--- config.mk ---
export PLATFORM = sky130hd
export DESIGN_NAME = calc_sequencer
export DESIGN_NICKNAME = d
export VERILOG_FILES = /design/src/rtl/calc_sequencer.sv
export SDC_FILE = /design/constraint.sdc
export NUM_CORES = 1
export LEC_CHECK = 0
export ABC_AREA = 1
export BUFFER_PORTS_ARGS = -buffer_cell sky130_fd_sc_hd__buf_2
export CAP_MARGIN = 20
export CORE_ASPECT_RATIO = 1.75
export CORE_MARGIN = 2
export CORE_UTILIZATION = 50
export CTS_CLUSTER_DIAMETER = 80
export DETAILED_ROUTE_END_ITERATION = 12
export HOLD_SLACK_MARGIN = 0.1
export PLACE_DENSITY = 0.7
export SYNTH_ARGS = -nofsm -noshare
export SYNTH_HDL_FRONTEND = slang
export SYNTH_SLANG_ARGS = --single-unit
--- constraint.sdc ---
create_clock -name clk -period 2.2 [get_ports clk]
set_input_delay 0.22 -clock clk [delete_from_list [all_inputs] [get_ports clk]]
set_output_delay 0.22 -clock clk [all_outputs]
set_load 0.01 [all_outputs]
--- src/rtl/calc_sequencer.sv ---
// calc_sequencer: program-driven initiator for the queue calculator.
// The host loads a small instruction memory; on start the sequencer pulses
// the calculator clear, then issues each instruction, waits a fixed settle
// time, samples valid/tail and stops at the first invalid result.
module calc_sequencer #(
    parameter int DEPTH  = 16,
    parameter int AW     = 4,
    parameter int SETTLE = 2
) (
    input  logic          clk,
    input  logic          rst,
    input  logic          prog_we,
    input  logic [AW-1:0] prog_addr,
    input  logic [10:0]   prog_data,
    input  logic [AW:0]   prog_len,
    input  logic          start,
    input  logic          abort,
    output logic [7:0]    calc_in,
    output logic [2:0]    calc_op,
    output logic          calc_apply,
    output logic          calc_clear,
    input  logic [7:0]    calc_tail,
    input  logic          calc_empty,
    input  logic          calc_valid,
    output logic          busy,
    output logic          done,
    output logic          error,
    output logic [AW-1:0] err_pc,
    output logic [7:0]    result,
    output logic          result_empty
);

    localparam logic [2:0] S_IDLE  = 3'd0;
    localparam logic [2:0] S_CLEAR = 3'd1;
    localparam logic [2:0] S_ISSUE = 3'd2;
    localparam logic [2:0] S_WAIT  = 3'd3;
    localparam logic [2:0] S_CHECK = 3'd4;
    localparam logic [2:0] S_DONE  = 3'd5;
    localparam logic [2:0] S_ERROR = 3'd6;

    localparam logic [3:0]  SETTLE_CNT = 4'(SETTLE);
    localparam logic [AW:0] DEPTH_LEN  = (AW+1)'(DEPTH);
    localparam logic [AW:0] ONE_LEN    = (AW+1)'(1);

    // Instruction memory: {op[2:0], imm[7:0]}, not reset.
    logic [10:0] mem [DEPTH];

    logic [2:0]    state_q, state_d;
    logic [AW-1:0] pc_q, pc_d;
    logic [AW:0]   len_q, len_d;
    logic [3:0]    cnt_q, cnt_d;
    logic [7:0]    calc_in_q, calc_in_d;
    logic [2:0]    calc_op_q, calc_op_d;
    logic          done_q, done_d;
    logic          error_q, error_d;
    logic [AW-1:0] err_pc_q, err_pc_d;
    logic [7:0]    result_q, result_d;
    logic          result_empty_q, result_empty_d;

    logic          idle;
    logic [AW-1:0] pc_inc;
    logic [10:0]   cur_word;
    logic [10:0]   nxt_word;
    logic [AW:0]   len_clamped;
    logic          last_instr;

    assign idle        = (state_q == S_IDLE) || (state_q == S_DONE) || (state_q == S_ERROR);
    assign pc_inc      = pc_q + 1'b1;
    // Combinational reads; writes only happen while idle so no read/write overlap during a run.
    assign cur_word    = mem[pc_q];
    assign nxt_word    = mem[pc_inc];
    assign len_clamped = (prog_len > DEPTH_LEN) ? DEPTH_LEN : prog_len;
    assign last_instr  = ({1'b0, pc_q} == (len_q - ONE_LEN));

    // Host writes to the instruction memory, accepted only between runs.
    always_ff @(posedge clk) begin
        if (prog_we && idle) begin
            mem[prog_addr] <= prog_data;
        end
    end

    // Next-state and datapath logic; abort overrides every busy-state transition.
    always_comb begin
        state_d        = state_q;
        pc_d           = pc_q;
        len_d          = len_q;
        cnt_d          = cnt_q;
        calc_in_d      = calc_in_q;
        calc_op_d      = calc_op_q;
        done_d         = done_q;
        error_d        = error_q;
        err_pc_d       = err_pc_q;
        result_d       = result_q;
        result_empty_d = result_empty_q;

        if (abort && !idle) begin
            state_d = S_IDLE;
            done_d  = 1'b0;
            error_d = 1'b0;
        end else begin
            case (state_q)
                S_IDLE, S_DONE, S_ERROR: begin
                    if (start) begin
                        done_d  = 1'b0;
                        error_d = 1'b0;
                        if (len_clamped == '0) begin
                            // Empty program completes immediately without touching the calculator.
                            done_d  = 1'b1;
                            state_d = S_DONE;
                        end else begin
                            len_d   = len_clamped;
                            pc_d    = '0;
                            state_d = S_CLEAR;
                        end
                    end
                end
                S_CLEAR: begin
                    // pc is already 0 here; present word 0 on the ISSUE cycle.
                    calc_in_d = cur_word[7:0];
                    calc_op_d = cur_word[10:8];
                    state_d   = S_ISSUE;
                end
                S_ISSUE: begin
                    cnt_d   = SETTLE_CNT;
                    state_d = S_WAIT;
                end
                S_WAIT: begin
                    cnt_d = cnt_q - 1'b1;
                    if (cnt_q <= 4'd1) begin
                        state_d = S_CHECK;
                    end
                end
                S_CHECK: begin
                    if (!calc_valid) begin
                        error_d  = 1'b1;
                        err_pc_d = pc_q;
                        state_d  = S_ERROR;
                    end else begin
                        result_d       = calc_tail;
                        result_empty_d = calc_empty;
                        if (last_instr) begin
                            done_d  = 1'b1;
                            state_d = S_DONE;
                        end else begin
                            pc_d      = pc_inc;
                            calc_in_d = nxt_word[7:0];
                            calc_op_d = nxt_word[10:8];
                            state_d   = S_ISSUE;
                        end
                    end
                end
                default: begin
                    state_d = S_IDLE;
                end
            endcase
        end
    end

    // State and output registers with asynchronous reset.
    always_ff @(posedge clk or posedge rst) begin
        if (rst) begin
            state_q        <= S_IDLE;
            pc_q           <= '0;
            len_q          <= '0;
            cnt_q          <= '0;
            calc_in_q      <= '0;
            calc_op_q      <= '0;
            done_q         <= 1'b0;
            error_q        <= 1'b0;
            err_pc_q       <= '0;
            result_q       <= '0;
            result_empty_q <= 1'b0;
        end else begin
            state_q        <= state_d;
            pc_q           <= pc_d;
            len_q          <= len_d;
            cnt_q          <= cnt_d;
            calc_in_q      <= calc_in_d;
            calc_op_q      <= calc_op_d;
            done_q         <= done_d;
            error_q        <= error_d;
            err_pc_q       <= err_pc_d;
            result_q       <= result_d;
            result_empty_q <= result_empty_d;
        end
    end

    // Pulses are gated by abort so nothing reaches the calculator on an abort cycle.
    assign calc_apply   = (state_q == S_ISSUE) && !abort;
    assign calc_clear   = (state_q == S_CLEAR) && !abort;
    assign calc_in      = calc_in_q;
    assign calc_op      = calc_op_q;
    assign busy         = !idle;
    assign done         = done_q;
    assign error        = error_q;
    assign err_pc       = err_pc_q;
    assign result       = result_q;
    assign result_empty = result_empty_q;

endmodule

## Word-level counts from Yosys, hierarchy flattened

Memories as Yosys holds them, arrays and structs flattened.
Index checks and enable logic that the tools add are counted.

| word-level totals | value |
|---|---|
| register bits | 42 |
| RAM bits | 176 |
| input port bits | 35 |
| output and inout port bits | 29 |
| word-level logic and storage cells | 92 |
| memories kept | 1 |

| cells by class | value |
|---|---|
| add/sub/neg operators | 3 |
| order comparisons | 2 |
| eq/ne operators | 16 |
| multiplexer cells | 32 |
| bitwise logic cells | 3 |
| reduce and logical (&&, ||, !) cells | 24 |

Memories:

| memory | depth | bits a word | rd ports | clocked after memory_dff | write ports | RTL line | source |
|---|---|---|---|---|---|---|---|
| mem | 16 | 11 | 2 | 0 | 1 | 46 | `logic [10:0] mem [DEPTH];` |

Operators with widths:

| cell | number |
|---|---|
| $mux 3 | 8 |
| $mux 4 | 4 |
| $mux 8 | 2 |
| $pmux 4 s2 | 2 |
| $pmux 8 s2 | 1 |
| $ne 3x3->1 const B | 5 |
| $pmux 3 s5 | 1 |
| $reduce_and 4->1 | 3 |
| $mux 1 | 10 |
| $eq 3x3->1 const B | 3 |
| $reduce_and 3->1 | 3 |
| $ne 2x2->1 const B | 4 |
| $eq 3x2->1 const B | 2 |
| $pmux 3 s2 | 1 |
| $reduce_and 6->1 | 1 |
| $reduce_bool 2->1 | 3 |
| $eq 4x5->1 | 1 |
| $gt 5x5->1 const B | 1 |
| $logic_not 5->1 | 1 |
| $mux 5 | 1 |
| $sub 5x1->5 const B | 1 |
| $add 4x1->4 const B | 1 |
| $le 4x1->1 const B | 1 |
| $logic_and 1x1->1 | 4 |
| other kinds (10) | 16 |

## Longest topological paths before layout

Gate-level depths: netlist of the first run.

| depth | value |
|---|---|
| word-level depth | 7 |
| gate-level depth with buffers | 14 |
| gate-level depth less buffers | 13 |

## Least setup slack after synthesis of the first run

No wires, ideal clock.

| timing | value |
|---|---|
| path type | register -> register |
| from | reg state_q[0] |
| to | mem mem[0][0] (enable) |
| setup time | 378 ps |
| arrival | 1658 ps |
| data required time | 1822 ps |
| path slack | 164 ps |
| stages on the path, launching flop included | 9 |
| path buffers | 1 |
| period minus slack after synthesis | 2036 ps |
| cells stage by stage | dfrtp_1 > buf_6 > nor2_4 > nor2_2 > inv_2 > nand2_4 > nor2_1 > nand3_1 > nor2_1 |

| on the way | value |
|---|---|
| cells in the longest elaborated chain, start to end | 6 |
| elaborated cells between the ends (all ways) | 8 |
| those cells by class | 2 x eq/ne; 2 x mux; 4 x reduce/logical |

RTL lines:

| element | RTL line | source |
|---|---|---|
| start: declaration | 48 | `logic [2:0] state_q, state_d;` |
| start signal: assignment | 174 | `state_q <= state_d;` |
| $eq 3x3->1 or $logic_not 3->1 (tied branches) | 67 | `assign idle = (state_q == S_IDLE) \|\| (state_q == S_DONE) \|\| (state_q == S_ERROR);` |
| $logic_or 1x1->1 | 67 |  |
| $logic_or 1x1->1 * | 67 |  |
| $logic_and 1x1->1 * | 77 | `if (prog_we && idle) begin` |
| $mux 1 * | 77 |  |
| $mux 1 (implied by the code) * | 78 | `mem[prog_addr] <= prog_data;` |
| end: declaration | 46 |  |

Every way passes the cells marked *; elsewhere a longest branch is shown, timed or not.

## Worst setup path after layout of the first run

| timing | value |
|---|---|
| from | reg state_q[0] |
| to | mem mem[3][6] (enable) |

Same word-level chain as after synthesis.

==> results of run 1 <==
registers in the layout (all words and copies together) (netlist names):
register and count:
err_pc 4, result 8, len_q 5, mem 176
state_q 3, calc_in 8, error 1, cnt_q 4
calc_op 3, result_empty 1, done 1, pc_q 4
power by group:
part	total, W	switching [W]	internal [W]	leakage [nW]
Combinational	0.00522	0.00338	0.00184	3.65
Clock	0.00375	0.00156	0.00219	0.348
Sequential	0.00515	0.000298	0.00485	2.12
Total	0.0141	0.00524	0.00889	6.12
placed cells by master, fill, tap and decap left out, types with 22 or more instances in the layout:
master         synthesis  layout
nor2_1                54      54
edfxtp_1             176     176
nand3_1              200     200
buf_4                 16      54
o211ai_1              35      35
nand2_1              552     552
clkbuf_16              0      22
dfrtp_1               42      41
buf_2                 41      63
dlygate4sd3_1          0      22
a21oi_1               24      24
inv_1                167     167
final cells by class:
cell class,instances,area [µm²],share of cell area
clock inverters,12,141,0.0104
repair buffers,153,1220,0.0901
inverters,178,671,0.0495
multi-input cells,933,4240,0.313
well taps,300,375,0.0277
flip-flops and latches,218,6340,0.468
clock buffers,27,569,0.0420
cell families after synthesis:
kind of cell	Yosys count	synth area share
AOI/OAI and AO/OA	85	0.0458
adders and majority gates	4	0.00430
xor gates and xnor gates	4	0.00494
and+or+nand+nor	831	0.299
DFF	218	0.544
muxes	9	0.00870
buffers and inverters	253	0.0937
critical path: stages, from the launching register on:
cell	delay [ns]
dfrtp_1	0.51
inv_1	0.13
nand2_1	0.07
nand3_2	0.12
nand2_4	0.05
nor2_1	0.11
buf_4	0.17
nand3_1	0.16
nor2_1	0.23
buf_4	0.24
metrics by stage:
| step | worst slack (ns) | instance area (µm²) |
|---|---|---|
| after floorplan | 0.164 | 11600 |
| after global placement | 0.196 | 12600 |
| after detailed placement | 0.157 | 12600 |
| after CTS | 0.0321 | 13500 |
| after global routing | 0.000150 | 13600 |
| final | 0.111 | 13600 |
metal layers:
layer / track usage / share of wire / routed length, µm
met2: 0.468 / 0.51 / 16100
met4: 0.137 / 0.050 / 1570
met3: 0.0281 / 0.056 / 1750
met1: 0.297 / 0.38 / 11900
met5: 0 / 0 / 0
cell usage after synthesis (5+ instances only):
cell | instances | area share
inv_1 | 167 | 0.054
nor2_1 | 54 | 0.017
buf_1 | 6 | 0.0019
clkbuf_1 | 8 | 0.0026
mux2_2 | 9 | 0.0087
a21oi_1 | 24 | 0.010
o21ai_0 | 15 | 0.0064
nand2_1 | 552 | 0.18
buf_2 | 41 | 0.018
buf_4 | 16 | 0.010
o22ai_1 | 5 | 0.0027
inv_2 | 10 | 0.0032
dfrtp_1 | 42 | 0.090
nor2_2 | 7 | 0.0038
nand3_1 | 200 | 0.086
o211ai_1 | 35 | 0.023
edfxtp_1 | 176 | 0.45
path summary, 6_finish.rpt:
path | end | depth (start not counted) | slack (ns)
min | len_q[4] | 5 | 0.11
min in group asynchronous | pc_q[2] | 4 | 0.42
max in group asynchronous | pc_q[0] | 4 | 1.36
max | mem[3][6] | 9 | 0.11
max reg2reg | mem[3][6] | 9 | 0.11
min reg2reg | done | 2 | 0.47
what timing repair did:
item / CTS / global route
endpoints found under the hold margin: 112 / 0
setup buffers: 0 / 0
endpoints found under the setup margin: 0 / 4
gates resized for setup: 0 / 2
hold buffers: 22 / 0
==> results.toml, run 1 <==
[floorplan]
floorplan.initialDensity = 0.510
die_w_um = 119
floorplan.io_pins = 64
fp-row-count = 73
die_h_um = 206
floorplan.die_area_um2 = 24600
design.core.area_um2 = 22800

[worst_setup_path]
crit-reg2reg-launch = "state_q[0]"
worst_setup_path_type = "reg -> reg"
cp-start-kind = "flip-flop"
worst-endpoint-required_ns = 2.44
end_kind = "flip-flop"
critPathMaxFanout = 10
critPathArrivalTime_ns = 2.33
startpoint = "state_q[0]"

[synth]
post_synth.cell_area_avg_um2 = 8.30
ys_ff_latch = 218
synth_sequential_area_ratio = 0.544
postSynthCellCount = 1404
synthArstFlopShare = 0.193
synth_nets = 1443
yosys_most_used_dff = "edfxtp_1"
post_synth_cell_types = 33
synth-edff-count = 176
synthesis.yosys.warnings = 0
post_synth_instance_area_um2 = 11600

[power_and_ir_drop]
power.density_nw_per_um2 = 1040
fin_total_pwr_w = 0.0141
vdd_ir_drop_max_mv = 0.606
power.leakage_nw = 6.12

[timing]
max_slew_margin = 0.634
fin_setup_tns_ns = 0
holdWs_ns = 0.110
timing_max_transition_violations_final = 0
finalCritPeriodShare = 0.950
post-route-min-period_ns = 2.09
fin_worst_skew_ns = 0.0264
max_freq_ghz = 0.479
setup_viol = 0
report.final.hold_viol_count = 0
rsz0062_at_grt = "no"
tightest_pin_transition_ns = 0.550

[placed_design]
detailedPlacementHpwl_mm = 21.4
gp_congestion = 0.921
dp.cells = 1760
port_buffers = 63

[global_route]
grt_usage = 0.257
total_gr_overflow = 0
grt_antenna_before_repair = 0
maximum_number_of_pins_on_one_net_before_global_route_repair = 106
via_count_of_the_first_global_routing_pass = 9250
grt_pass1_wl_mm = 48.8

[routing]
vias_per_cell = 5.33
drt_iter0_markers = 663
drc = 0
totalWireLength_mm = 31.3
via_count_of_the_routed_design = 9712
ant_nets = 0
drtPass1Iterations = 6
detail_route.wl_per_cell_um = 17.2

[clock_tree]
clk_pin_slew_ns = 0.07
numCtsBuffers = 22
cts-htree-levels = 1
clk_root_buf = "clkbuf_16"
insertion_delay_ns = 0.53
tritoncts = "built"
tritoncts_num_sinks = 218
cts_max_path_buffers = 3

[flow_run]
drv.max_cap_violation_count = 0

[layout]
syn_to_final_growth_pct = 16.4
final_layout_size_suffix_gt1_frac = 0.135
antenna-diode-count = 0
final_core_util = 0.594
finish.cell_count_without_fillers = 1821
nets = 1545
layout.filler_cells = 2003

[hold_path]
path_type_of_the_worst_min_delay_path = "in -> reg"
hold_start = "start"

[status]
outcome = "complete, no violations"
Note: power is estimated with default switching activity, not from simulation.
==> inputs of run 2 (changes only) <==
--- a/config.mk
+++ b/config.mk
@@ -8,13 +8,16 @@
 export ABC_AREA = 1
 export BUFFER_PORTS_ARGS = -buffer_cell sky130_fd_sc_hd__buf_2
 export CAP_MARGIN = 20
+export CELL_PAD_IN_SITES_DETAIL_PLACEMENT = 0
+export CELL_PAD_IN_SITES_GLOBAL_PLACEMENT = 1
 export CORE_ASPECT_RATIO = 1.75
 export CORE_MARGIN = 2
-export CORE_UTILIZATION = 50
+export CORE_UTILIZATION = 42
 export CTS_CLUSTER_DIAMETER = 80
 export DETAILED_ROUTE_END_ITERATION = 12
 export HOLD_SLACK_MARGIN = 0.1
-export PLACE_DENSITY = 0.7
+export MAX_ROUTING_LAYER = met4
+export PLACE_DENSITY_LB_ADDON = 0.1
 export SYNTH_ARGS = -nofsm -noshare
 export SYNTH_HDL_FRONTEND = slang
 export SYNTH_SLANG_ARGS = --single-unit
==> run 2 against run 1 <==
  * Final cell count grew 4.3%
  * Critical endpoint is now mem[1][5]
  * Clock skew shrank 0.015 ns
  * Largest power group unchanged
  * Critical path depth is the same
  * Core utilization shrank 9.2 points
  * Power shrank 0.64%
  * Routed wire length grew 17%
==> results.toml, run 2 (synthesis gave the netlist of run 1 again) <==
[status]
outcome = "complete, no violations"

[power_and_ir_drop]
power.density_nw_per_um2 = 1020
power.leakage_nw = 6.15
vdd_ir_drop_max_mv = 0.672

[placed_design]
port_buffers = 63
detailedPlacementHpwl_mm = 24.6
pre_cts_ws_ns = -0.0130
placed_cell_area_um2 = 12800
gp_congestion = 0.872

[timing]
timing_max_transition_violations_final = 0
tightest_pin_transition_ns = 0.751
finalCritPeriodShare = 0.962
post-route-min-period_ns = 2.12
fin_worst_skew_ns = 0.0114
max_freq_ghz = 0.473
finalWorstSetupSlack_ns = 0.0844
report.final.hold_viol_count = 0
setup_viol = 0
max_slew_margin = 0.498
rsz0062_at_grt = "yes"

[routing]
ant_nets = 0
via_count_of_the_routed_design = 9691
drc = 0
drtPass1Iterations = 5
detail_route.wl_per_cell_um = 19.3
vias_per_cell = 5.10
drt_iter0_markers = 710
totalWireLength_mm = 36.6

[layout]
max_flop_register = "mem"
nets = 1555
final_layout_size_suffix_gt1_frac = 0.145
syn_to_final_growth_pct = 17.7
layout.filler_cells = 2603
fin_area_um2 = 13700
antenna-diode-count = 0
number_of_flip_flops_under_the_largest_register_name = 176
layout_commonest_cell = "nand2_1"
most-common-layout-cells = "nand2_1, nand3_1, edfxtp_1, inv_1, buf_2"

[worst_setup_path]
reg2reg_depth = 9
worst_setup_path_type = "reg -> reg"
end_kind = "flip-flop"
r2r_setup_slack_ns = 0.08
worst-endpoint-required_ns = 2.42
reg2reg_to = "mem[1][5]"
critPathMaxFanout = 10
cp-start-kind = "flip-flop"
crit-reg2reg-launch = "state_q[0]"
critPathArrivalTime_ns = 2.34

[global_route]
grt_usage = 0.266
total_gr_overflow = 0
via_count_of_the_first_global_routing_pass = 9720
grt_pass1_wl_mm = 56.0
maximum_number_of_pins_on_one_net_before_global_route_repair = 83
grt_antenna_before_repair = 0

[clock_tree]
clk_pin_slew_ns = 0.06
insertion_delay_ns = 0.53
tritoncts = "built"
cts_max_path_buffers = 3
cts-htree-levels = 1
numCtsBuffers = 22
clk_root_buf = "clkbuf_16"
tritoncts_num_sinks = 218

[flow_run]
drv.max_cap_violation_count = 0

[floorplan]
die_h_um = 224
fp-row-count = 80
design.core.area_um2 = 27300
floorplan.die_area_um2 = 29100
floorplan.initialDensity = 0.426
floorplan.io_pins = 64
die_w_um = 130

[hold_path]
hold_start = "prog_data[9]"
whs_path_depth = 1
whs_endpoint = "mem[7][9]"
path_type_of_the_worst_min_delay_path = "in -> reg"
==> run 2: how the worst max path moves through the flow <==
stage / startpoint / end / slack, ns
4_1_cts: state_q[2] / calc_apply / 0.04
5_1_grt: state_q[0] / mem[5][5] / -0.005
3_3_place_gp: state_q[0] / mem[6][9] / 0.02
6_report: state_q[0] / mem[1][5] / 0.08
3_5_place_dp: state_q[0] / mem[6][9] / -0.01
2_1_floorplan: state_q[0] / mem[0][0] / 0.16
==> run 2: what timing repair did <==
action / in CTS / in global routing
endpoints found under the setup margin: 11 / 14
hold endpoints to repair: 121 / 0
resized for setup: 1 / 4
hold buffers: 22 / 0
buffers inserted: 0 / 2
==> run 2: final cells by class <==
class / instances / area [µm²] / share of cell area
sequential: 218 / 6340 / 0.462
multi-input combinational: 933 / 4250 / 0.310
timing repair buffer: 163 / 1350 / 0.0982
inverter: 178 / 671 / 0.0489
clock buffer: 28 / 594 / 0.0433
tap: 369 / 462 / 0.0337
clock inverter: 11 / 53.8 / 0.00392
==> run 2: per-stage QoR <==
| step | instances | hold slack [ns] | setup TNS [ns] | power [W] | util |
|---|---|---|---|---|---|
| after floorplan | 1404 | 0.319 | 0 | 0.00884 | - |
| after CTS | 1898 | 0.100 | 0 | 0.0141 | 0.501 |
| final | 1900 | 0.105 | 0 | 0.0140 | 0.502 |
| after global routing | 1900 | 0.102 | -0.0280 | 0.0150 | 0.502 |
| after global placement | 1837 | 0.402 | 0 | 0.0105 | 0.469 |
| after detailed placement | 1837 | 0.390 | -0.0497 | 0.0105 | 0.469 |
==> run 2: worst max-delay path: stages, from the launching register on <==
cell and delay, ns:
dfrtp_1 0.51, nor2_4 0.18, nor2_2 0.05, inv_2 0.09
nand2_4 0.05, nor2_1 0.12, buf_4 0.17, nand3_1 0.17
nor2_1 0.27, buf_12 0.21
==> run 2: layer usage <==
layer	global-route usage	wire (µm)	up-vias
met3	0.0281	1550	71
met4	0.0940	1220	0
li1	-	-	4743
met2	0.470	19300	267
met1	0.311	14500	4610
met5	-	0	-
==> run 2: power breakdown <==
| group | internal [W] | switching (W) | total, W |
|---|---|---|---|
| Combinational | 0.00188 | 0.00347 | 0.00535 |
| Clock | 0.00191 | 0.00162 | 0.00353 |
| Sequential | 0.00485 | 0.000298 | 0.00515 |
| Total | 0.00864 | 0.00539 | 0.0140 |
==> inputs of run 3 (changes only) <==
--- a/config.mk
+++ b/config.mk
@@ -12,12 +12,14 @@
 export CELL_PAD_IN_SITES_GLOBAL_PLACEMENT = 1
 export CORE_ASPECT_RATIO = 1.75
 export CORE_MARGIN = 2
-export CORE_UTILIZATION = 42
+export CORE_UTILIZATION = 33
 export CTS_CLUSTER_DIAMETER = 80
 export DETAILED_ROUTE_END_ITERATION = 12
+export GPL_ROUTABILITY_DRIVEN = 1
 export HOLD_SLACK_MARGIN = 0.1
 export MAX_ROUTING_LAYER = met4
 export PLACE_DENSITY_LB_ADDON = 0.1
+export RECOVER_POWER = 25
 export SYNTH_ARGS = -nofsm -noshare
 export SYNTH_HDL_FRONTEND = slang
 export SYNTH_SLANG_ARGS = --single-unit
==> run 3 against run 2 <==
  * Critical path depth grew 2
  * Core utilization shrank 11 points
  * Worst hold slack gained 0.027 ns
  * Cell area grew 0.19%
  * Clock-buffer cell count grew 3
  * Via count shrank 3.5%
  * Sequential share of layout area shrank 0.088 points
  * Combinational power grew 2%
  * Final cell count grew 4.2%
  * Clock power grew 7.1%
  * Routed wire length grew 3.4%
  * Critical path type unchanged
  * Critical endpoint is now calc_in[4]
==> results.toml, run 3 (synthesis gave the netlist of run 1 again) <==
[status]
outcome = "complete, no violations"

[clock_tree]
tritoncts = "built"
cts-htree-levels = 1
cts_max_path_buffers = 3
clk_root_buf = "clkbuf_16"
tritoncts_num_sinks = 218
numCtsBuffers = 23
insertion_delay_ns = 0.53
clk_pin_slew_ns = 0.06

[power_and_ir_drop]
sw_frac = 0.386
p_comb_frac = 0.380
fin_total_pwr_w = 0.0144
pwr-share-seq = 0.357
vdd_ir_drop_max_mv = 0.532
switching_power_w = 0.00554
power.leakage_nw = 6.08
power.density_nw_per_um2 = 1050
power_report.internal_total_w = 0.00883
clock_power_share = 0.263

[routing]
totalWireLength_mm = 37.8
via_count_of_the_routed_design = 9353
detail_route.wl_per_cell_um = 19.1
drc = 0
drt_iter0_markers = 618
ant_nets = 0
drtPass1Iterations = 5
vias_per_cell = 4.72

[global_route]
maximum_number_of_pins_on_one_net_before_global_route_repair = 133
grt_antenna_before_repair = 0
grt_pass1_wl_mm = 56.9
total_gr_overflow = 0
grt_usage = 0.211
via_count_of_the_first_global_routing_pass = 9282

[layout]
nets = 1538
finish.cell_count_without_fillers = 1980
number_of_flip_flops_under_the_largest_register_name = 176
syn_to_final_growth_pct = 17.9
layout_commonest_cell = "nand2_1"
max_flop_register = "mem"
final_layout_size_suffix_gt1_frac = 0.131
most-common-layout-cells = "nand2_1, nand3_1, edfxtp_1, inv_1, buf_2"
antenna-diode-count = 0

[placed_design]
detailedPlacementHpwl_mm = 25.7
gp_congestion = 0.786
dp.cells = 1922
pre_cts_ws_ns = 0.123
port_buffers = 63

[worst_setup_path]
r2r_setup_slack_ns = 0.16
end_kind = "flip-flop"
worst_setup_path_type = "reg -> reg"
worst-endpoint-required_ns = 2.62
critPathMaxFanout = 22
reg2reg_depth = 11
crit-reg2reg-launch = "pc_q[0]"
reg2reg_to = "calc_in[4]"
cp-start-kind = "flip-flop"
critPathArrivalTime_ns = 2.46

[timing]
tightest_pin_transition_ns = 0.947
timing_max_transition_violations_final = 0
setup_viol = 0
max_freq_ghz = 0.490
finalCritPeriodShare = 0.927
holdWs_ns = 0.132
fin_worst_skew_ns = 0.00905
max_slew_margin = 0.369
report.final.hold_viol_count = 0
finalWorstSetupSlack_ns = 0.160
fin_setup_tns_ns = 0
post-route-min-period_ns = 2.04
rsz0062_at_grt = "no"

[hold_path]
whs_path_depth = 5
path_type_of_the_worst_min_delay_path = "in -> reg"
hold_start = "start"
whs_endpoint = "len_q[4]"

[floorplan]
die_h_um = 253
floorplan.initialDensity = 0.332
floorplan.io_pins = 64
design.core.area_um2 = 35100
die_w_um = 146
fp-row-count = 91
floorplan.die_area_um2 = 36900

[flow_run]
drv.max_cap_violation_count = 0
run 3: changes by cell type in the layout (fill, tap and decap cells not counted), moves of 2 or more:
cell,previous run,this run
buf_4,60,48
clkbuf_1,5,14
buf_2,63,55
dlygate4sd3_1,22,16
clkinv_2,6,1
nor2_2,11,6
nor2_1,50,54
clkinvlp_4,0,3
buf_12,18,16
clkbuf_8,0,2
run 3: repair_timing:
item | in CTS | in global routing
setup buffers | 0 | 0
hold buffers | 16 | 0
endpoints found under the hold margin | 51 | 0
setup endpoints to repair | 0 | 11
resized for setup | 0 | 4
run 3: area by class of cell:
type	count	area, µm²
timing repair buffer	145	1200
fill	3702	21300
multi-input combinational	933	4240
inverter	178	674
clock buffer	31	626
tap	465	582
clock inverter	10	77.6
sequential	218	6340
run 3: worst max-delay path: stages (launching register included):
cell,delay (ns)
dfrtp_4,0.54
ha_2,0.41
clkinvlp_4,0.15
buf_12,0.19
nand2_1,0.09
nand3_1,0.12
nand3_1,0.15
nand2_1,0.07
nand2_1,0.05
nand2_1,0.06
nand2_1,0.05
nand2_1,0.04
run 3: worst max path at each step:
stage | cells after the start | end | slack (ns) | startpoint
6_report | 11 | calc_in[4] | 0.16 | pc_q[0]
5_1_grt | 11 | calc_in[4] | 0.003 | pc_q[0]
4_1_cts | 4 | calc_apply | 0.008 | state_q[2]
3_5_place_dp | 11 | calc_in[4] | 0.12 | pc_q[0]
3_3_place_gp | 11 | calc_in[4] | 0.12 | pc_q[0]
2_1_floorplan | 8 | mem[0][0] | 0.16 | state_q[0]
run 3: through the flow:
| step | instance area (µm²) | util |
|---|---|---|
| after global placement | 12800 | 0.366 |
| after CTS | 13700 | 0.391 |
| after global routing | 13700 | 0.392 |
| final | 13700 | 0.392 |
| after detailed placement | 12800 | 0.366 |
| after floorplan | 11600 | - |
run 3: power by group through the flow:
stage,Combinational (W),Sequential [W],Clock (W)
final,0.00546,0.00514,0.00378
after floorplan,0.00364,0.00521,0
after detailed placement,0.00541,0.00523,0
after global placement,0.00540,0.00522,0
after global routing,0.00615,0.00518,0.00405
after CTS,0.00544,0.00514,0.00387
run 3: metal layers:
metal / vias to the layer above / share of wire / track usage
li1: 4707 / - / -
met1: 4406 / 0.41 / 0.241
met2: 194 / 0.54 / 0.396
met3: 46 / 0.039 / 0.0200
met4: 0 / 0.019 / 0.0524
met5: - / 0 / -
